--- src/rtl/mem_access_unit_if.sv ---
// Data-memory port bundle: word-addressed req/ack access with byte enables.
// Latency: none (signal grouping only).
// Backpressure: the master holds req and its fields stable until the slave returns ack.
interface mem_access_unit_if;
   logic        req;
   logic        we;
   logic [31:0] addr;
   logic [31:0] wdata;
   logic [3:0]  be;
   logic [31:0] rdata;
   logic        ack;

   modport master (
      output req, we, addr, wdata, be,
      input  rdata, ack
   );

   modport slave (
      input  req, we, addr, wdata, be,
      output rdata, ack
   );
endinterface

--- src/rtl/mem_access_unit.sv ---
// MEM-stage load/store unit: issues req/ack data-memory accesses and returns the extracted load value.
// Latency: access seen in IDLE, request held in WAIT until ack, one DONE cycle; minimum stall is 2 cycles.
// Backpressure: stall_o freezes the pipeline until the memory acks (or the watchdog fires when MEM_TIMEOUT_EN is defined).
module mem_access_unit #(
   parameter int TIMEOUT_CYC = 64
) (
   input  logic              clk_i,
   input  logic              rst_i,
   input  logic              memRead_i,
   input  logic              memWrite_i,
   input  logic [2:0]        funct3_i,
   input  logic [31:0]       addr_i,
   input  logic [31:0]       wrData_i,
   mem_access_unit_if.master mem,
   output logic              stall_o,
   output logic [31:0]       memData_o,
   output logic              misalign_o,
   output logic              err_o
);

   typedef enum logic [1:0] {IDLE, WAIT, DONE} state_t;

   state_t      state;
   logic [1:0]  laneQ;
   logic [1:0]  sizeQ;
   logic        unsQ;
   logic        loadQ;

   logic        access;
   logic        misaligned;
   logic [3:0]  beNext;
   logic [31:0] wdataNext;

   if (TIMEOUT_CYC < 1) begin : gBadTimeout
      $error("TIMEOUT_CYC must be at least 1");
   end

`ifdef MEM_TIMEOUT_EN
   localparam int CNT_W = $clog2(TIMEOUT_CYC + 1);
   logic [CNT_W-1:0] waitCnt;
`endif

   // Pick the addressed byte/halfword out of the read word and extend it.
   function automatic logic [31:0] extractLoad(input logic [31:0] word, input logic [1:0] lane,
                                               input logic [1:0] size, input logic uns);
      logic [7:0]  b;
      logic [15:0] h;
      case (lane)
         2'd0:    b = word[7:0];
         2'd1:    b = word[15:8];
         2'd2:    b = word[23:16];
         default: b = word[31:24];
      endcase
      h = lane[1] ? word[31:16] : word[15:0];
      case (size)
         2'b00:   return uns ? {24'b0, b} : {{24{b[7]}}, b};
         2'b01:   return uns ? {16'b0, h} : {{16{h[15]}}, h};
         default: return word;
      endcase
   endfunction

   // Decode the incoming access: alignment check, byte enables and lane-replicated store data.
   always_comb begin
      access     = memRead_i | memWrite_i;
      misaligned = ((funct3_i[1:0] == 2'b01) && addr_i[0]) ||
                   (funct3_i[1] && (addr_i[1:0] != 2'b00));
      beNext     = 4'b1111;
      wdataNext  = wrData_i;
      if (memWrite_i) begin
         case (funct3_i[1:0])
            2'b00: begin
               beNext    = 4'b0001 << addr_i[1:0];
               wdataNext = {4{wrData_i[7:0]}};
            end
            2'b01: begin
               beNext    = addr_i[1] ? 4'b1100 : 4'b0011;
               wdataNext = {2{wrData_i[15:0]}};
            end
            default: ;
         endcase
      end
   end

   // Stall while an aligned access is being launched or is outstanding; DONE releases the pipeline.
   assign stall_o    = !rst_i && (((state == IDLE) && access && !misaligned) || (state == WAIT));
   assign misalign_o = (state == IDLE) && access && misaligned;

   // Access sequencer: launch in IDLE, hold the request through WAIT, one release cycle in DONE.
   always_ff @(posedge clk_i or posedge rst_i) begin
      if (rst_i) begin
         state     <= IDLE;
         mem.req   <= 1'b0;
         mem.we    <= 1'b0;
         mem.addr  <= 32'b0;
         mem.wdata <= 32'b0;
         mem.be    <= 4'b0;
         memData_o <= 32'b0;
         laneQ     <= 2'b0;
         sizeQ     <= 2'b0;
         unsQ      <= 1'b0;
         loadQ     <= 1'b0;
`ifdef MEM_TIMEOUT_EN
         waitCnt   <= '0;
         err_o     <= 1'b0;
`endif
      end else begin
         case (state)
            IDLE: begin
               if (access) begin
                  if (misaligned) begin
                     // Faulting load still writes back a defined value; no memory traffic.
                     if (!memWrite_i) memData_o <= 32'b0;
                  end else begin
                     mem.req   <= 1'b1;
                     mem.we    <= memWrite_i;
                     mem.addr  <= {addr_i[31:2], 2'b00};
                     mem.wdata <= wdataNext;
                     mem.be    <= beNext;
                     laneQ     <= addr_i[1:0];
                     sizeQ     <= funct3_i[1:0];
                     unsQ      <= funct3_i[2];
                     loadQ     <= !memWrite_i;
`ifdef MEM_TIMEOUT_EN
                     waitCnt   <= '0;
`endif
                     state     <= WAIT;
                  end
               end
            end
            WAIT: begin
               // An ack on the watchdog's last cycle still completes normally.
               if (mem.ack) begin
                  mem.req <= 1'b0;
                  if (loadQ) memData_o <= extractLoad(mem.rdata, laneQ, sizeQ, unsQ);
                  state   <= DONE;
               end
`ifdef MEM_TIMEOUT_EN
               else if (waitCnt == CNT_W'(TIMEOUT_CYC - 1)) begin
                  mem.req <= 1'b0;
                  err_o   <= 1'b1;
                  if (loadQ) memData_o <= 32'hDEADBEEF;
                  state   <= DONE;
               end else begin
                  waitCnt <= waitCnt + CNT_W'(1);
               end
`endif
            end
            default: begin
               // The held instruction is still on the inputs here; ignore it so it is not reissued.
               state <= IDLE;
            end
         endcase
      end
   end

`ifndef MEM_TIMEOUT_EN
   assign err_o = 1'b0;
`endif

endmodule

--- src/flat_wrapper.sv ---
// flat-port wrapper written by rule: the top's interface ports become plain ports
module mem_access_unit_flat 
#(
   parameter int TIMEOUT_CYC = 64
)
  (clk_i, rst_i, memRead_i, memWrite_i, funct3_i, addr_i, wrData_i, stall_o, memData_o, misalign_o, err_o, mem_req, mem_we, mem_addr, mem_wdata, mem_be, mem_rdata, mem_ack);
  mem_access_unit_if mem_i ();
  input  logic clk_i;
  input  logic rst_i;
  input  logic memRead_i;
  input  logic memWrite_i;
  input  logic [2:0] funct3_i;
  input  logic [31:0] addr_i;
  input  logic [31:0] wrData_i;
  output logic stall_o;
  output logic [31:0] memData_o;
  output logic misalign_o;
  output logic err_o;
  output wire logic [$bits(mem_i.req)-1:0] mem_req;
  output wire logic [$bits(mem_i.we)-1:0] mem_we;
  output wire logic [$bits(mem_i.addr)-1:0] mem_addr;
  output wire logic [$bits(mem_i.wdata)-1:0] mem_wdata;
  output wire logic [$bits(mem_i.be)-1:0] mem_be;
  input wire logic [$bits(mem_i.rdata)-1:0] mem_rdata;
  input wire logic [$bits(mem_i.ack)-1:0] mem_ack;
  assign mem_req = mem_i.req;
  assign mem_we = mem_i.we;
  assign mem_addr = mem_i.addr;
  assign mem_wdata = mem_i.wdata;
  assign mem_be = mem_i.be;
  assign mem_i.rdata = mem_rdata;
  assign mem_i.ack = mem_ack;
  mem_access_unit #(.TIMEOUT_CYC(TIMEOUT_CYC)) u_core (.clk_i(clk_i), .rst_i(rst_i), .memRead_i(memRead_i), .memWrite_i(memWrite_i), .funct3_i(funct3_i), .addr_i(addr_i), .wrData_i(wrData_i), .mem(mem_i), .stall_o(stall_o), .memData_o(memData_o), .misalign_o(misalign_o), .err_o(err_o));
endmodule
--- config.mk ---
export PLATFORM = sky130hd
export DESIGN_NAME = mem_access_unit_flat
export DESIGN_NICKNAME = d
export VERILOG_FILES = /design/src/rtl/mem_access_unit_if.sv /design/src/rtl/mem_access_unit.sv /design/src/flat_wrapper.sv
export SDC_FILE = /design/constraint.sdc
export NUM_CORES = 1
export LEC_CHECK = 0
export CAP_MARGIN = 10
export CORE_MARGIN = 2
export CORE_UTILIZATION = 25
export CTS_CLUSTER_SIZE = 25
export DETAILED_ROUTE_END_ITERATION = 16
export PLACE_DENSITY_LB_ADDON = 0.3
export RECOVER_POWER = 50
export SYNTH_ARGS = -nofsm -noshare
export SYNTH_HDL_FRONTEND = slang
export SYNTH_SLANG_ARGS = --single-unit
export TNS_END_PERCENT = 20
--- constraint.sdc ---
create_clock -name clk_i -period 7.55 [get_ports clk_i]
set_input_delay 1.51 -clock clk_i [delete_from_list [all_inputs] [get_ports clk_i]]
set_output_delay 1.51 -clock clk_i [all_outputs]
set_load 0.01 [all_outputs]
==> summary.md <==
| Metric | Value |
|---|---|
| Status | `finished, violations left` |
| Failing checks | `max-capacitance violations, max-slew violations` |
| Routed wl met3 | `1310 um` |
| Die footprint | `20800 um^2` |
| Clk root buf | `clkbuf_16` |
| Max VDD drop | `0.126 mV` |
| Diodes inserted | `0` |
| Synth cell types | `47` |
| Worst setup margin | `2.01 ns` |
| Vias in the first global route | `4262` |
| Post-synth EDFFs | `0` |
| DR vias/cell | `4.56` |
| Top_reg_cell synth | `dfrtp_1` |
| XOR/XNOR Fraction of Synth Area | `0%` |
| Number of DRC markers in iteration 0 | `138` |
| Clock skew | `0.00686 ns` |
| Initial Util | `25.3%` |
| GRT Util Overall | `14.3%` |
| Power per cell area | `328 nW/um^2` |
| Final setup vio count | `0` |
| Antenna violations before repair | `0` |
| Mapped Cells | `428` |
| Register area share after synthesis | `55.0%` |
| M1 wire length | `6160 um` |
| Met2 WL | `7030 um` |
| Required @ worst endpoint | `6.04 ns` |
| Most frequent cell after synthesis | `dfrtp_1` |
| Slew Limit Fails | `54` |
| Worst R2R Start | `u_core.state[0]$_DFFE_PP0P_` |
| Die extent in y | `144 um` |
| First-pass GRT wire length | `23000 um` |
| # rows | `51` |
| Grt ovf | `0` |
| Asr flop ratio synth | `100%` |
| I/O pin total | `209` |
| RePlAce Congestion | `0.799` |
| Die Wd | `144 um` |
| Reg area | `2700 um^2` |
| Hold Crit Start | `u_core.mem.be[3]$_DFFE_PP0P_` |
| Synth top area share | `55.0%` |
| Total power | `2.44 mW` |
| TritonCTS clock tree | `done` |
| Setup TNS Final | `0 ns` |
| Top cells by area, synth | `dfrtp_1 (55%), mux2_2 (8.9%), nand2_1 (3.9%), a221o_1 (3.7%), mux2i_1 (2.9%)` |
| Post-CTS setup buffer count | `0` |
| Mapped cell area | `4910 um^2` |
| Syn avg cell area | `11.5 um^2` |
| Post-CTS Resized | `0` |
| Drt drc | `0` |
| DRT antenna net count | `0` |
| CTS hold repair buffers | `0` |
| Worst skew pair latency | `0.35 ns` |
| Synth Register Bits | `108` |
| RSZ-0062 raised after global routing | `no` |
| Layout cell share with drive strength beyond 1 | `10.8%` |
| Complex-gate fraction of the synthesized area | `17.4%` |
| Synth top cells by count | `dfrtp_1 (108), nand2_1 (51), mux2_2 (39)` |
| CP Launch Type | `primary input` |
| WL per Instance | `16.7 um` |
| Clock Tree Buf Depth | `2` |
| Largest net degree at the start of global routing | `70` |
| Leak | `3.23 nW` |
| Filler cells | `1913` |
| Detailed placement HPWL | `10900 um` |
| Max-cap viol count | `1` |
| Crit end category | `primary output` |
| Crit Path Class | `in2out` |
| Via count | `4031` |
| Final nets | `718` |
| Htree depth | `3` |
| Relative slew slack | `-60.9%` |
| Final period utilization | `73.3%` |
| Post-synthesis adder-cell area fraction | `0%` |
| Post-synthesis simple-gate area fraction | `10.1%` |
| Worst hold path type | `reg2reg` |
| Setup crit start | `funct3_i[0]` |
| Period minus WS final | `5.54 ns` |
| CTS clock-pin slew for the worst setup and hold paths | `0.07 ns` |
| WP data arrival | `4.03 ns` |
| Multi-input gate area | `2020 um^2` |
| Fmax | `181 MHz` |
| Yosys warns | `0` |
| First-pass iteration count of the detailed router | `4` |
| PortBufs | `205` |
| Clock Sinks | `108` |
| Synth-to-layout area growth | `51.5%` |
| DP Worst Slack | `1.98 ns` |
| Total placed instance area | `7160 um^2` |
| TritonCTS buffer count | `9` |
| Largest family of logic cells by synthesized area | `compound AO/OA/AOI/OAI gates` |
| Drt total wl | `14800 um` |
| Multiplexer share of the synthesized area | `12.9%` |
| Post-Layout Inst Area | `7440 um^2` |
| Area leader, netlist | `dfrtp_1` |
| Core Region | `19400 um^2` |
| Top layer reached by signal wires | `met4` |
| Worst Tran Pin Value | `2.40 ns` |
| Crit Path Max Fanout | `39` |
| Fin. Hold Viols | `0` |
==> final timing paths <==
kind | end | slack, ns | depth (start not counted)
setup / recovery | stall_o | 2.01 | 5
hold / removal | u_core.mem.be[3]$_DFFE_PP0P_ | 0.48 | 1
setup reg to reg | u_core.mem.addr[17]$_DFFE_PP0P_ | 5.20 | 4
hold reg to reg | u_core.mem.be[3]$_DFFE_PP0P_ | 0.48 | 1
max in group asynchronous | u_core.memData_o[15]$_DFFE_PP0P_ | 3.64 | 3
min in group asynchronous | u_core.mem.wdata[31]$_DFFE_PP0P_ | 2.30 | 2
==> kinds of logic after synthesis <==
| kind of cell | Yosys count |
|---|---|
| AO/OA/AOI/OAI | 114 |
| buffers and inverters | 43 |
| flip-flops | 108 |
| multiplexers | 57 |
| other | 1 |
| AND/OR/NAND/NOR | 105 |
==> layout make-up <==
cell class / instances / share of cell area [%]
timing repair buffer: 208 / 27.9
inverter: 8 / 0.420
clock inverter: 4 / 0.437
clock buffer: 12 / 3.45
multi-input combinational: 279 / 27.1
tap: 265 / 4.45
sequential: 108 / 36.3
==> through the flow <==
step                instances  utilization [%]  hold slack [ns]
detailed placement        868             36.9            0.469
CTS                       884             38.4            0.487
global route              884             38.4            0.505
finish                    884             38.4            0.478
floorplan                 430                -            0.484
global placement          868             36.9            0.466
==> state kept, by name, indices dropped and copies added, names as in the netlist <==
signal and flops:
u_core.laneQ 2, u_core.mem.be 4, u_core.sizeQ 2, u_core.state 2, u_core.mem.addr 30, u_core.loadQ 1, u_core.mem.we 1, u_core.mem.req 1
u_core.mem.wdata 32, u_core.unsQ 1, u_core.memData_o 32
==> critical path, cell delays in order <==
cell             delay (ns)
clkdlybuf4s50_1        0.80
nand2_1                0.34
o2111ai_4              0.51
a21oi_1                0.31
clkdlybuf4s50_1        0.56
==> layer usage <==
layer | GRT usage (%) | vias to the layer above
li1 | - | 1927
met1 | 16.8 | 1928
met2 | 23.8 | 156
met3 | 5.70 | 20
met4 | 4.91 | 0
met5 | 0 | -
==> cells in the final DEF, fill, tap and decap left out, drive strengths merged, types with 9 or more instances in the layout <==
| cell type | instances |
|---|---|
| dlygate4sd3 | 102 |
| o21ai | 20 |
| mux2i | 14 |
| nand2 | 51 |
| clkbuf | 12 |
| clkdlybuf4s50 | 103 |
| a221o | 18 |
| mux2 | 42 |
| a21oi | 15 |
| nor2 | 20 |
| o31ai | 16 |
| nor2b | 18 |
| dfrtp | 108 |
| a211oi | 9 |
==> report_power, final <==
group / total [mW] / switching [mW] / internal (mW)
clock: 0.464 / 0.220 / 0.244
combinational: 1.01 / 0.438 / 0.567
sequential: 0.976 / 0.162 / 0.814
total: 2.44 / 0.819 / 1.63
No activity file was read; power rests on OpenSTA's default activity.
